`src/rtl/alu_operand_sequencer_pkg.sv`:
```
// alu_pkg: shared ALU opcode/state types and datapath width for the operand sequencer.
package alu_pkg;
    localparam int ALU_W = 8;
    typedef enum logic [1:0] {
        ALU_ADD = 2'b00,
        ALU_SUB = 2'b01,
        ALU_AND = 2'b10,
        ALU_OR  = 2'b11
    } alu_op_e;
    typedef enum logic [1:0] {
        S_LOAD_A = 2'b00,
        S_LOAD_B = 2'b01,
        S_EXEC   = 2'b10,
        S_SHOW   = 2'b11
    } seq_state_e;
endpackage

```
`src/rtl/alu_operand_sequencer_btn_debounce.sv`:
```
// btn_debounce: 2-FF synchronizer, stability counter and one-cycle rising-edge press pulse.
module btn_debounce #(
    parameter int DEBOUNCE_CYCLES = 1_000_000
) (
    input  logic clk,
    input  logic rst,
    input  logic i_btn,
    output logic o_pulse
);
    localparam int CNT_W = $clog2(DEBOUNCE_CYCLES + 1);
    logic             r_s1, r_s2, r_stable, r_pulse;
    logic [CNT_W-1:0] r_cnt;
    logic             w_accept;
    // a sample equal to the accepted level breaks the run of differing samples
    assign w_accept = (r_s2 != r_stable) && (r_cnt == CNT_W'(DEBOUNCE_CYCLES - 1));
    always_ff @(posedge clk) begin
        if (rst) begin
            r_s1     <= 1'b0;
            r_s2     <= 1'b0;
            r_stable <= 1'b0;
            r_cnt    <= '0;
            r_pulse  <= 1'b0;
        end else begin
            r_s1     <= i_btn;
            r_s2     <= r_s1;
            r_pulse  <= w_accept && r_s2;
            r_cnt    <= (r_s2 == r_stable || w_accept) ? '0 : r_cnt + 1'b1;
            r_stable <= w_accept ? r_s2 : r_stable;
        end
    end
    assign o_pulse = r_pulse;
endmodule

```
`src/rtl/alu_operand_sequencer.sv`:
```
// alu_operand_sequencer: board switches/buttons to registered ALU operands, result capture for display.
// Define ALU_SEQ_CHAIN_EN to feed the shown result back as operand A (accumulator chaining).
module alu_operand_sequencer
    import alu_pkg::*;
#(
    parameter int DEBOUNCE_CYCLES = 1_000_000
) (
    input  logic             clk,
    input  logic             rst,
    input  logic [ALU_W-1:0] i_sw,
    input  logic             i_btn_next,
    input  logic [1:0]       i_btn_op,
    input  logic [ALU_W-1:0] i_alu_result,
    output logic [ALU_W-1:0] o_alu_a,
    output logic [ALU_W-1:0] o_alu_b,
    output logic [1:0]       o_alu_ctrl,
    output logic [ALU_W-1:0] o_led,
    output logic [1:0]       o_state_led,
    output logic             o_result_valid
);
    seq_state_e       r_state, w_next;
    logic [ALU_W-1:0] r_sw_s1, r_sw_s2, r_a, r_b, r_result;
    logic [1:0]       r_op_s1, r_op_s2;
    alu_op_e          r_ctrl;
    logic             w_pulse;
    btn_debounce #(.DEBOUNCE_CYCLES(DEBOUNCE_CYCLES)) u_next (
        .clk     (clk),
        .rst     (rst),
        .i_btn   (i_btn_next),
        .o_pulse (w_pulse)
    );
    always_ff @(posedge clk) begin
        if (rst) begin
            r_sw_s1 <= '0;
            r_sw_s2 <= '0;
            r_op_s1 <= '0;
            r_op_s2 <= '0;
        end else begin
            r_sw_s1 <= i_sw;
            r_sw_s2 <= r_sw_s1;
            r_op_s1 <= i_btn_op;
            r_op_s2 <= r_op_s1;
        end
    end
    always_ff @(posedge clk) begin
        if (rst) r_state <= S_LOAD_A;
        else     r_state <= w_next;
    end
    always_comb begin
        w_next = r_state;
        unique case (r_state)
            S_LOAD_A: w_next = w_pulse ? S_LOAD_B : S_LOAD_A;
            S_LOAD_B: w_next = w_pulse ? S_EXEC : S_LOAD_B;
            S_EXEC:   w_next = S_SHOW;
`ifdef ALU_SEQ_CHAIN_EN
            S_SHOW:   w_next = w_pulse ? S_LOAD_B : S_SHOW;
`else
            S_SHOW:   w_next = w_pulse ? S_LOAD_A : S_SHOW;
`endif
            default:  w_next = S_LOAD_A;
        endcase
    end
    // operands are registered so the ALU inputs are stable a full cycle before EXEC samples
    always_ff @(posedge clk) begin
        if (rst) begin
            r_a      <= '0;
            r_b      <= '0;
            r_ctrl   <= ALU_ADD;
            r_result <= '0;
        end else begin
            if (r_state == S_LOAD_A && w_pulse) r_a <= r_sw_s2;
            if (r_state == S_LOAD_B && w_pulse) begin
                r_b    <= r_sw_s2;
                r_ctrl <= alu_op_e'(r_op_s2);
            end
            if (r_state == S_EXEC) r_result <= i_alu_result;
`ifdef ALU_SEQ_CHAIN_EN
            if (r_state == S_SHOW && w_pulse) r_a <= r_result;
`endif
        end
    end
    always_comb begin
        o_led          = (r_state == S_SHOW) ? r_result : r_sw_s2;
        o_result_valid = (r_state == S_SHOW);
        o_state_led    = r_state;
    end
    assign o_alu_a    = r_a;
    assign o_alu_b    = r_b;
    assign o_alu_ctrl = r_ctrl;
endmodule

```
`config.mk`:
```
export PLATFORM = sky130hd
export DESIGN_NAME = alu_operand_sequencer
export DESIGN_NICKNAME = d
export VERILOG_FILES = /design/src/rtl/alu_operand_sequencer_pkg.sv /design/src/rtl/alu_operand_sequencer_btn_debounce.sv /design/src/rtl/alu_operand_sequencer.sv
export SDC_FILE = /design/constraint.sdc
export NUM_CORES = 1
export LEC_CHECK = 0
export CAP_MARGIN = 10
export CELL_PAD_IN_SITES_DETAIL_PLACEMENT = 2
export CELL_PAD_IN_SITES_GLOBAL_PLACEMENT = 2
export CORE_ASPECT_RATIO = 0.75
export CORE_MARGIN = 4
export CORE_UTILIZATION = 33
export CTS_BUF_LIST = sky130_fd_sc_hd__clkbuf_2
export CTS_CLUSTER_SIZE = 14
export DETAILED_ROUTE_END_ITERATION = 12
export PLACE_DENSITY_LB_ADDON = 0.1
export SYNTH_ARGS = -nofsm -noshare
export SYNTH_HDL_FRONTEND = slang
export SYNTH_SLANG_ARGS = --single-unit
```
`constraint.sdc`:
```
create_clock -name clk -period 2.2 [get_ports clk]
set_input_delay 0.33 -clock clk [delete_from_list [all_inputs] [get_ports clk]]
set_output_delay 0.33 -clock clk [all_outputs]
set_load 0.02 [all_outputs]
```
==> summary.md, run 1 <==
| Metric | Value |
|---|---|
| Final instance area | `3453 sq um` |
| Outcome | `completed` |
| Port bufs | `49` |
| Critical path origin | `o_state_led[0]` |
| Total CTS buffers | `9` |
| Crit end category | `output port` |
| Layout cells sized above 1 | `0.1098` |
| Seq/Total Area, Yosys | `0.5213` |
| ANT cells | `0` |
| Xor and xnor area share after synthesis | `0.05068` |
| Hold Startpoint | `rst` |
| First-pass GRT wire length | `11180 microns` |
| VDD IR-drop max | `0.2893 mV` |
| Layout fillers | `885` |
| Worst min-delay path category | `in -> reg` |
| Most frequent cell after synthesis | `dfxtp_1` |
| Synth top area cells | `dfxtp_1 52%, mux2i_1 5.8%, nor2_1 5.6%` |
| TritonCTS clock tree | `built` |
| Ys async rst share | `0` |
| Drt drc | `0` |
| Synth unique cells | `37` |
| Htree depth | `3` |
| Hold_buf cts | `0` |
| Final Hold Fails | `0` |
| Worst setup SP type | `flip-flop` |
| Initial Util | `0.3447` |
| Max-Cap Viols | `0` |
| Total gr overflow | `0` |
| Clock tree buffer depth | `2` |
| Static Leak | `0.001303 uW` |
| Synth Area in Compound Gates | `0.04706` |
| GP Congestion | `0.6897` |
| Number of global-route vias before repair | `2153` |
| Gr usage total | `0.1485` |
| Crit Path Max Fanout | `6` |
| Detailed router's first-iteration violation count | `47` |
| Initial DRT Pass Iterations | `4` |
| Worst EP arrival | `1.69 ns` |
| YS warnings | `0` |
| Clock root cell | `clkbuf_2` |
| R2R depth | `6` |
| Initial antenna violation count | `0` |
| Mapped Cells | `283` |
| Dpl cells | `427` |
| Adder-Cell Fraction of Synth Area | `0.004525` |
| FMAX | `494.1 MHz` |
| Routed wire length | `6856 microns` |
| Final Slew Violations | `0` |
| Ys flop type | `dfxtp_1` |
| Post-CTS Setup Repair Bufs | `0` |
| Worst path cell trace | `buf_4, clkdlybuf4s50_1` |
| Power Density | `622.7 nW/um^2` |
| Setup TNS | `0 ns` |
| Crit-path slowest cell | `clkdlybuf4s50_1` |
| Worst Clk Skew | `0.01257 ns` |
| Mapped cell area | `2765 sq um` |
| Hold Path Depth | `2` |
| Worst hold margin | `0.2471 ns` |
| Setup WS pre-CTS | `0.2889 ns` |
| Mux cell area share after synthesis | `0.09050` |
| Post-DP HPWL | `5098 microns` |
| Fin crit period | `2.024 ns` |
| Post-Synthesis Net Count | `305` |
| Critical path class | `reg -> out` |
| Routed wire per std cell | `15.51 microns` |
| Total number of vias | `2089` |
| I/O pin count | `50` |
| Relative slew slack | `0.5728` |
| Crit path largest cell delay | `0.62 ns` |
| Net count, final | `355` |
| Layout area overhead | `24.89%` |
| Area share of the largest cell type after synthesis | `0.5213` |
| Pin count of the biggest net entering global routing | `29` |
| Clock net sink count | `72` |
| Die Footprint | `9923 sq um` |
| Cell row count | `28` |
| Clk_lat worst skew | `0.50 ns` |
| Area after DPL | `3347 sq um` |
| Area of the multi-input gates | `1236 sq um` |
| Synth cell count leaders | `72 x dfxtp_1, 41 x nor2_1, 28 x nand2_1` |
| Clock slew at reported path FFs | `0.20 ns` |
| EDFF count, synth | `0` |
| RSZ-0062 raised after global routing | `false` |
| DIE WIDTH | `113.7 microns` |
| Post-route worst setup slack | `0.1761 ns` |
| Synthesized area per cell | `9.771 sq um` |
| Worst Tran Pin Value | `0.6385 ns` |
| Post-DRT Antenna Nets | `0` |
| Final critical-path share of the clock period | `0.9199` |
| # setup viols final | `0` |
| Post-Layout Cell Count | `442` |
| Critical Path RT | `1.87 ns` |
| Sequential Area | `1441 sq um` |
| Largest family of logic cells by synthesized area | `simple AND/OR/NAND/NOR gates` |
| Post-synthesis simple-gate area fraction | `0.2516` |
| Die Y | `87.28 microns` |
| Flop and latch count out of synthesis | `72` |
| Core Region | `8023 sq um` |
| Area leader, netlist | `dfxtp_1` |
| Avg Vias per Cell | `4.726` |
| R2r startpoint | `u_next.r_cnt[0]` |
[through the flow]
| stage | util | total power (uW) |
|---|---|---|
| 3_3_place_gp | 0.4172 | 1458 |
| 5_1_grt | 0.4304 | 2258 |
| 3_5_place_dp | 0.4172 | 1462 |
| 6_report | 0.4304 | 2150 |
| 2_1_floorplan | - | 1401 |
| 4_1_cts | 0.4301 | 2196 |
[timing repair]
action,CTS,global route
setup endpoints to repair,9,1
pin swaps,0,0
resized for setup,10,1
endpoints found under the hold margin,0,0
[worst paths after layout]
path	endpoint	slack [ns]
max	o_state_led[0]	0.18
min	r_result[2]	0.25
max reg2reg	u_next.r_cnt[15]	0.35
min reg2reg	r_sw_s2[5]	0.46
[cell type report]
type,count,share of cell area
Clock buffer,9,0.01304
Tap cell,105,0.03804
Timing Repair Buffer,54,0.1493
Clock inverter,6,0.01775
Inverter,6,0.006522
Multi-Input combinational cell,190,0.3580
Sequential cell,72,0.4174
[kinds of logic after synthesis]
kind of cell | Yosys count
XOR/XNOR | 16
multiplexers | 24
AO/OA/AOI/OAI | 20
AND/OR/NAND/NOR | 129
flip-flops | 72
buffers and inverters | 21
adder cells (fa/ha/maj) | 1
[power breakdown]
part	internal, uW	switching, uW	total, uW	leakage (uW)
clock	250	471	722	0.0000591
combinational	52.6	38.4	91.0	0.000659
sequential	1330	12.3	1340	0.000585
total	1630	522	2150	0.00130
[layer usage]
metal	track usage	share of wire	wire length, microns
met5	0	0	0
met4	0.04913	0.0098	67
met3	0.04722	0.037	256
met2	0.2127	0.43	2931
met1	0.2105	0.53	3601
[placed cells by master, fill, tap and decap left out, types with 2 or more instances in the layout]
master           Yosys  routed
buf_4                1       5
nand4_2              2       2
dlygate4sd2_1        0       8
clkdlybuf4s50_1      0      39
or3_1                2       2
mux2i_1             16      16
nor4_1               5       5
a21oi_1             12      12
o221ai_1             3       3
nor3b_1              3       3
nor4_4               2       2
mux2_2               8       8
xnor2_1             14      14
nor2b_1             22      22
nand4_1              4       4
clkbuf_2             0       9
dfxtp_1             72      72
nor3_1               6       6
nor2_1              41      41
inv_1                6       6
clkinv_1             0       2
a211oi_1             3       3
clkinvlp_4           0       2
nand2_1             28      27
xor2_1               2       2
and3_1               2       2
nand3_1              4       4
[state kept, by name (all words and copies together) (netlist names), 2 cells and up]
name and count:
u_next.r_cnt 20, o_state_led 2, r_result 8, o_alu_ctrl 2
o_alu_b 8, o_alu_a 8, r_sw_s2 8, r_op_s1 2
r_sw_s1 8, r_op_s2 2
[worst max-delay path, delay by kind of cell, from the launching register on]
kind	cells	cell delay [ns]
buffers and inverters	2	0.79
flip-flops	1	0.42
(Power assumes the default switching activity.)
==> run 2, diff against run 1 <==
CORE_UTILIZATION = 40   (was 33)
DONT_BUFFER_PORTS = 1   (was not set)
==> run 2 against run 1 <==
  * Routed wire length up 3.9%
  * First-iteration DRC count up 6.4%
  * Cell count down 12%
  * Flip-flop and latch count unchanged
  * Critical endpoint is now r_result[2]
  * Largest power group unchanged
==> summary.md, run 2 (same netlist as run 1, synthesis figures left out) <==
| Metric | Value |
|---|---|
| RSZ-0062 raised after global routing | `false` |
| Post-route worst setup slack | `0.2020 ns` |
| Hold Path Depth | `3` |
| R2R depth | `4` |
| ANT cells | `0` |
| Detailed router's first-iteration violation count | `50` |
| Final core occ | `0.4800` |
| Fin crit period | `1.998 ns` |
| Number of global-route vias before repair | `2171` |
| Worst Clk Skew | `0.03103 ns` |
| Initial DRT Pass Iterations | `5` |
| # setup viols final | `0` |
| Clock net sink count | `72` |
| VDD IR-drop max | `0.2922 mV` |
| Outcome | `completed` |
| Setup WS pre-CTS | `0.2816 ns` |
| Relative slew slack | `0.5945` |
| Die Y | `80.01 microns` |
| First-pass GRT wire length | `11630 microns` |
| Total gr overflow | `0` |
| Initial antenna violation count | `0` |
| Pin count of the biggest net entering global routing | `53` |
| Initial Util | `0.4250` |
| I/O pin count | `50` |
| Avg Vias per Cell | `5.188` |
| Total CTS buffers | `9` |
| Routed wire length | `7125 microns` |
| Port bufs | `0` |
| Post-DRT Antenna Nets | `0` |
| Most frequent cells in the layout | `71 x dfxtp_1, 41 x nor2_1, 27 x nand2_1` |
| Critical Path RT | `2.63 ns` |
| Layout cells sized above 1 | `0.1238` |
| Worst setup SP type | `flip-flop` |
| Worst Tran Pin Value | `0.6082 ns` |
| Final critical-path share of the clock period | `0.9082` |
| Die Footprint | `8321 sq um` |
| FMAX | `500.5 MHz` |
| Sw frac | `0.2632` |
| Clk pwr share | `0.311` |
| R2r startpoint | `o_state_led[0]` |
| Commonest non-fill, non-tap cell in the layout | `dfxtp_1` |
| Clock tree buffer depth | `2` |
| Clock slew at reported path FFs | `0.23 ns` |
| Setup TNS | `0 ns` |
| GP Congestion | `0.7753` |
| Worst EP arrival | `2.43 ns` |
| Reg2Reg Setup Slack | `0.20 ns` |
| Crit end category | `flip-flop` |
| Max reg flops | `20` |
| Total number of vias | `2013` |
| Net count, final | `324` |
| Clk_lat worst skew | `0.51 ns` |
| Power Density | `659.1 nW/um^2` |
| Cell row count | `25` |
| Htree depth | `3` |
| Final Slew Violations | `0` |
| NetSw | `541.8 uW` |
| Layout fillers | `685` |
| Static Leak | `0.001143 uW` |
| TritonCTS clock tree | `built` |
| Max-Cap Viols | `0` |
| Combinational Power Share | `0.040` |
| Hold Startpoint | `rst` |
| Hold EP | `u_next.r_cnt[19]` |
| Crit Path Max Fanout | `8` |
| DIE WIDTH | `104.0 microns` |
| Clock root cell | `clkbuf_2` |
| Post-DP HPWL | `4801 microns` |
| Critical path class | `reg -> reg` |
| Routed wire per std cell | `18.36 microns` |
| Gr usage total | `0.1826` |
| Worst min-delay path category | `in -> reg` |
| Layout area overhead | `12.94%` |
| Register share of total power | `0.650` |
| Int Power | `1517 uW` |
| Final Hold Fails | `0` |
| Drt drc | `0` |
| Largest Register | `u_next.r_cnt` |
| RR Endpoint | `r_result[2]` |
| Core Region | `6506 sq um` |
run 2: timing repair:
item                                    4_1_cts  5_1_grt
endpoints found under the setup margin        9        8
hold endpoints to repair                     52        0
hold buffers                                 20        0
buffers inserted                              0        0
resized for setup                             1        1
run 2: worst max path at each step:
stage                    startpoint               end  slack [ns]  cells past startpoint
floorplan           u_next.r_cnt[0]  u_next.r_cnt[12]        0.57                      7
global placement    u_next.r_cnt[0]  u_next.r_cnt[15]        0.35                      5
detailed placement  u_next.r_cnt[0]  u_next.r_cnt[13]        0.28                      5
CTS                  o_state_led[0]          o_led[3]        0.01                      2
global route         o_state_led[0]       r_result[2]        0.03                      4
finish               o_state_led[0]       r_result[2]        0.20                      4
run 2: area by class of cell:
class | count | area, sq um | area share
clock buffer | 9 | 45.04 | 0.01442
clock inverter | 7 | 47.55 | 0.01522
inverter | 6 | 22.52 | 0.007212
multi-input combinational | 190 | 1231 | 0.3942
sequential | 72 | 1443 | 0.4619
tap | 81 | 101.3 | 0.03245
timing repair buffer | 23 | 232.7 | 0.07452
run 2: worst max-delay path, cell delays in order, from the launching register on:
cell	delay, ns
dfxtp_2	0.52
nand2b_1	0.54
mux2i_1	0.25
nor2_1	0.06
dlygate4sd3_1	0.57
run 2: power groups by stage:
stage	Combinational (uW)	Clock (uW)	Sequential [uW]
global route	89.0	716	1340
finish	81.3	639	1340
CTS	79.6	664	1340
global placement	34.6	0	1360
floorplan	43.7	0	1360
detailed placement	36.0	0	1360
run 2: metrics by stage:
step | hold slack (ns) | total power, uW | cells | instance area, sq um
after floorplan | 0.4138 | 1401 | 283 | 2765
after global placement | 0.4041 | 1397 | 352 | 2816
after detailed placement | 0.4088 | 1400 | 352 | 2816
after CTS | 0.004981 | 2081 | 388 | 3120
after global routing | 0.01700 | 2146 | 388 | 3123
final | 0.05736 | 2058 | 388 | 3123
run 2: per-layer routing:
layer / global-route usage / up-vias / part of all wire
li1: - / 985 / -
met1: 0.2341 / 980 / 0.48
met2: 0.2964 / 40 / 0.47
met3: 0.05416 / 8 / 0.045
met4: 0.05976 / 0 / 0.011
met5: 0 / - / 0
